File: src/rtl/fwd_scoreboard.sv
`default_nettype none
// ============================================================================
//  Module   : fwd_scoreboard
//  Purpose  : Forwarding / load-use hazard unit. A DEPTH-stage shift
//             scoreboard records the destination of every in-flight
//             instruction; each decode source operand is steered to the
//             youngest in-flight producer (or the register file), load-use
//             hazards raise stall, and stalled cycles are counted.
//  Ports    : clk, rst_n (sync, active-low)
//             id_valid/id_rd/id_regwrite/id_is_load : decode instruction
//             id_src/id_src_used                    : decode source operands
//             flush      : squash decode instruction
//             flush_all  : squash decode and every scoreboard stage
//             fwd_sel    : per port 0=regfile, k=stage k result
//             stall      : hold PC and IF/ID, bubble into stage 1
//             stall_cnt  : saturating stalled-cycle count
//  Revision : 1.0  initial release
// ============================================================================
module fwd_scoreboard #(
    parameter int REG_AW     = 5,
    parameter int NPORTS     = 2,
    parameter int DEPTH      = 3,
    parameter int LOAD_READY = 2,
    parameter int CNT_W      = 16,
    localparam int SEL_W     = $clog2(DEPTH + 1)
) (
    input  logic                     clk,
    input  logic                     rst_n,
    input  logic                     id_valid,
    input  logic [REG_AW-1:0]        id_rd,
    input  logic                     id_regwrite,
    input  logic                     id_is_load,
    input  logic [NPORTS*REG_AW-1:0] id_src,
    input  logic [NPORTS-1:0]        id_src_used,
    input  logic                     flush,
    input  logic                     flush_all,
    output logic [NPORTS*SEL_W-1:0]  fwd_sel,
    output logic                     stall,
    output logic [CNT_W-1:0]         stall_cnt
);

    // Scoreboard stages, index 1 = ID/EX (youngest) .. DEPTH = oldest.
    logic [DEPTH:1]      r_valid;
    logic [DEPTH:1]      r_regwrite;
    logic [DEPTH:1]      r_is_load;
    logic [REG_AW-1:0]   r_rd [1:DEPTH];
    logic [CNT_W-1:0]    r_stall_cnt;

    logic [NPORTS-1:0]   w_port_hz;
    logic                w_stall;
    logic                w_enter;

    generate
        for (genvar p = 0; p < NPORTS; p++) begin : g_port
            logic [REG_AW-1:0] w_src;
            logic [SEL_W-1:0]  w_sel;
            logic              w_hz;

            assign w_src = id_src[p*REG_AW +: REG_AW];

            // Scan oldest to youngest so the youngest match overwrites.
            // Only the youngest matching stage decides the hazard.
            always_comb begin
                w_sel = '0;
                w_hz  = 1'b0;
                for (int k = DEPTH; k >= 1; k--) begin
                    if (id_src_used[p] && r_valid[k] && r_regwrite[k] &&
                        (r_rd[k] == w_src) && (w_src != '0)) begin
                        w_sel = SEL_W'(k);
                        w_hz  = r_is_load[k] && (k < LOAD_READY);
                    end
                end
            end

            assign fwd_sel[p*SEL_W +: SEL_W] = w_sel;
            assign w_port_hz[p]              = w_hz;
        end
    endgenerate

    assign w_stall   = id_valid && (|w_port_hz);
    assign w_enter   = id_valid && !w_stall && !flush && !flush_all;
    assign stall     = w_stall;
    assign stall_cnt = r_stall_cnt;

    // Valid bits and the counter carry reset; the payload does not need it
    // because an invalid stage never matches.
    always_ff @(posedge clk) begin
        if (!rst_n) begin
            r_valid     <= '0;
            r_stall_cnt <= '0;
        end else begin
            if (flush_all) begin
                r_valid <= '0;
            end else begin
                for (int k = DEPTH; k >= 2; k--) begin
                    r_valid[k] <= r_valid[k-1];
                end
                r_valid[1] <= w_enter;
            end
            if (w_stall && (r_stall_cnt != {CNT_W{1'b1}})) begin
                r_stall_cnt <= r_stall_cnt + 1'b1;
            end
        end
    end

    always_ff @(posedge clk) begin
        for (int k = DEPTH; k >= 2; k--) begin
            r_rd[k]       <= r_rd[k-1];
            r_regwrite[k] <= r_regwrite[k-1];
            r_is_load[k]  <= r_is_load[k-1];
        end
        r_rd[1]       <= id_rd;
        r_regwrite[1] <= id_regwrite;
        r_is_load[1]  <= id_is_load;
    end

endmodule
`default_nettype wire
File: config.mk
export PLATFORM = sky130hd
export DESIGN_NAME = fwd_scoreboard
export DESIGN_NICKNAME = d
export VERILOG_FILES = /design/src/rtl/fwd_scoreboard.sv
export SDC_FILE = /design/constraint.sdc
export NUM_CORES = 1
export LEC_CHECK = 0
export CAP_MARGIN = 20
export CORE_MARGIN = 3
export CORE_UTILIZATION = 43
export DETAILED_ROUTE_END_ITERATION = 8
export PLACE_DENSITY = 0.7
export SYNTH_ARGS = -nofsm -noshare
export SYNTH_HDL_FRONTEND = slang
export SYNTH_SLANG_ARGS = --single-unit
export TNS_END_PERCENT = 1
File: constraint.sdc
create_clock -name clk -period 2 [get_ports clk]
set_clock_uncertainty 0.15 [all_clocks]
set_input_delay 0.4 -clock clk [delete_from_list [all_inputs] [get_ports clk]]
set_output_delay 0.4 -clock clk [all_outputs]
set_load 0.005 [all_outputs]
==> run summary <==
Critical path required time: 1450 ps
DRT Wirelength: 4980 microns
Via count of the first global-routing pass: 1739
Worst-case vdd ir drop: 0.000460 V
Final count of pins violating max slew: 0
Syn Inst Count: 182
Largest area contributor in the netlist: dfxtp_1
Routed length on met1: 2040 microns
Routed wire length on met3: 222 microns
Largest net degree at the start of global routing: 22
Kind of end point of the critical path: output pin
Power density relative to cell area: 582 mW/mm^2
Slew Limit Headroom: 60.9%
Clock network fraction of design power: 38.9%
Longest Clk Path Bufs: 2
Total Die Area: 0.00488 sq mm
Worst setup SP type: register
Count of endpoints failing setup in the final report: 22
Sequential-to-total area share from yosys stat: 43.4%
Violated checks: setup timing
Count of cell types in the netlist: 32
Type of the setup path with the least slack: register to output pin
Maximum net fanout on the critical path: 2
CP Buf/Inv Count: 1
Startpoint of the worst register-to-register path: r_rd[0][6]$_DFF_P_
Reported max-cap violation count: 0
Switching part of the total: 23.4%
Internal: 1.27 mW
Syn. warnings: 0
Count of cells along the worst register-to-register path: 7
Slew at the pin closest to its max-slew limit: 586 ps
Total power consumption of the routed design: 1.66 mW
Antenna-violating nets left: 0
Initial antenna violation count: 0
Number of enable flip-flop cells after synthesis: 0
Input/output buffers: 44
Number of buffers inserted for hold repair after clock tree synthesis: 0
CP peak stage delay: 570 ps
Primary FF master, synth: dfxtp_1
Top post-synthesis cells by count: dfxtp_1 (38), xnor2_1 (24), a21oi_1 (12), nand2_1 (10), nand4_1 (10)
Setup Slack @ Placement: -1080 ps
DR top layer: met4
DR vias/cell: 5.35
Number of ports placed on the die boundary: 45
Number of DRC violations after detailed-routing iteration 0: 130
Cell row count: 22
Clk_lat worst skew: 290 ps
Total global routing overflow: 0
Period utilization: 117%
Clock Root Buffer: clkbuf_8
Global-route wire length before repair: 8000 microns
Leakage power summed over all cells: 1.09 nW
CTS sink cnt: 38
Min-Delay Endpoint: r_regwrite[3]$_DFF_P_
Outcome: finished with violations
Syn Area/Cell: 9.63 sq um
Post-synthesis net count: 207
End of the worst register-to-register path: stall_cnt[5]$_SDFFE_PN0P_
Synth-to-layout area growth: 62.3%
RePlAce Congestion: 0.791
Final Cell Area: 0.00285 sq mm
Combined global-route utilization of all metal layers: 20.4%
Mapped cell area: 0.00175 sq mm
Cell Chain, Critical Path: xnor2_2 -> nand4_1 -> or4_4 -> a21oi_2 -> buf_2
Share of the synthesized area in the top cell type: 43.4%
Total vias in the final route: 1713
Flop2flop setup slack: -160 ps
DRC violations left: 0
Switching pwr: 0.387 mW
Effective utilization at floorplan: 46.1%
Antenna Diode Count: 0
Share of final-layout standard cells stronger than drive strength 1: 42.3%
Detailed placement HPWL: 3540 microns
Core area: 0.00380 sq mm
Final worst setup slack: -335 ps
Classification of the worst-slack hold path: register to register
CTS tree: yes
Number of detailed-route iterations in the first pass: 4
Cells taking the most area after synthesis: dfxtp_1 (43%), xnor2_1 (12%), nand4_1 (3.6%), xor2_1 (3.5%), a21oi_1 (3.4%)
Hold violation count in the final report: 0
Depth of the CTS H-tree: 2
Start point of the worst hold path: r_regwrite[2]$_DFF_P_
Die width: 69.9 microns
Share of total power in combinational logic: 12.8%
Fraction of registers with async set or reset after synthesis: 0%
Wire length on met2: 2580 microns
Depth of the worst hold-timing path: 0
Total placed instance area: 0.00252 sq mm
Min Clock Period, post-route: 2340 ps
CTS clock-pin slew for the worst setup and hold paths: 80 ps
#FFs+latches synth: 38
Number of nets in the layout: 296
Most frequent cell after synthesis: dfxtp_1
Unrepaired setup endpoints after global routing: yes
Die Y-Extent: 69.9 microns
Highest attainable clock frequency: 0.428 GHz
Sequential cell fraction of total power: 48.3%
Routed wirelength normalized by instance count: 15.6 microns
Standard cell with the maximum stage delay on the critical path: or4_4
CP arrival: 1790 ps
Largest delay contributor family on the critical path: simple AND/OR/NAND/NOR gates
Number of buffers added by the clock tree synthesis step: 5
final cells by class:
type                    count  area, sq um
well taps                  48         60.1
multi-input cells         136         1170
repair buffers             86          713
clock inverters             3         40.0
inverters                   4         15.0
clock buffers               5         68.8
flip-flops and latches     38          777
fillers                   255          953
flip-flops by register name (all words and copies together), names as in the netlist:
name / count
stall_cnt: 16
r_rd: 15
r_regwrite: 3
r_valid: 3
r_is_load: 1
metal layers:
metal	global-route usage, %	vias up
met5	0	-
met4	7.87	0
met3	4.03	17
met2	37.1	55
met1	23.2	800
li1	-	841
layout by cell type, fill, tap and decap left out, types with 6 or more instances in the layout:
| master | count |
|---|---|
| xnor2_2 | 11 |
| dfxtp_1 | 25 |
| nand2_1 | 10 |
| or4_4 | 6 |
| xnor2_1 | 13 |
| xor2_1 | 6 |
| or3_1 | 8 |
| nand3_1 | 7 |
| nand4_1 | 10 |
| dfxtp_2 | 13 |
| buf_2 | 9 |
| clkdlybuf4s50_1 | 27 |
| a21oi_1 | 9 |
| o21ai_0 | 8 |
| buf_4 | 41 |
how the worst max path moves through the flow:
stage                        startpoint                   endpoint  cells past startpoint
global route        r_rd[0][11]$_DFF_P_                 fwd_sel[1]                      5
global placement              id_src[1]                 fwd_sel[0]                      7
detailed placement            id_src[7]  stall_cnt[8]$_SDFFE_PN0P_                      9
floorplan                     id_src[0]  stall_cnt[0]$_SDFFE_PN0P_                      8
CTS                 r_rd[0][16]$_DFF_P_                 fwd_sel[0]                      6
finish              r_rd[0][12]$_DFF_P_                 fwd_sel[1]                      5
what timing repair did:
item                                    CTS  global route
gates cloned                              0             0
setup buffers                             3             1
gates resized for setup                  95            19
endpoints found under the setup margin   22            22
pin swaps                                32             8
power by group through the flow:
stage | sequential (mW) | combinational, mW | clock [mW]
finish | 0.799 | 0.212 | 0.645
global route | 0.802 | 0.226 | 0.689
CTS | 0.797 | 0.195 | 0.651
detailed placement | 0.811 | 0.178 | 0
global placement | 0.811 | 0.174 | 0
floorplan | 0.809 | 0.0723 | 0
cells by family (layout without fill, tap and decap cells):
logic type / Yosys count / count (layout) / share of synthesized area, %
compound gates: 35 / 35 / 12.9
xor+xnor: 31 / 31 / 15.5
fa+ha+maj: 1 / 1 / 0.714
simple gates: 69 / 69 / 24.9
buf+inv: 8 / 98 / 2.57
flops: 38 / 38 / 43.4
through the flow:
stage	cells	TNS [ps]	hold slack, ps	util (%)
floorplan	182	-340	181	-
global placement	308	-20030	184	66.4
detailed placement	308	-21640	199	66.4
CTS	319	-3480	215	72.4
global route	320	-6000	216	74.9
finish	320	-3930	212	74.9
(Power assumes the default switching activity.)
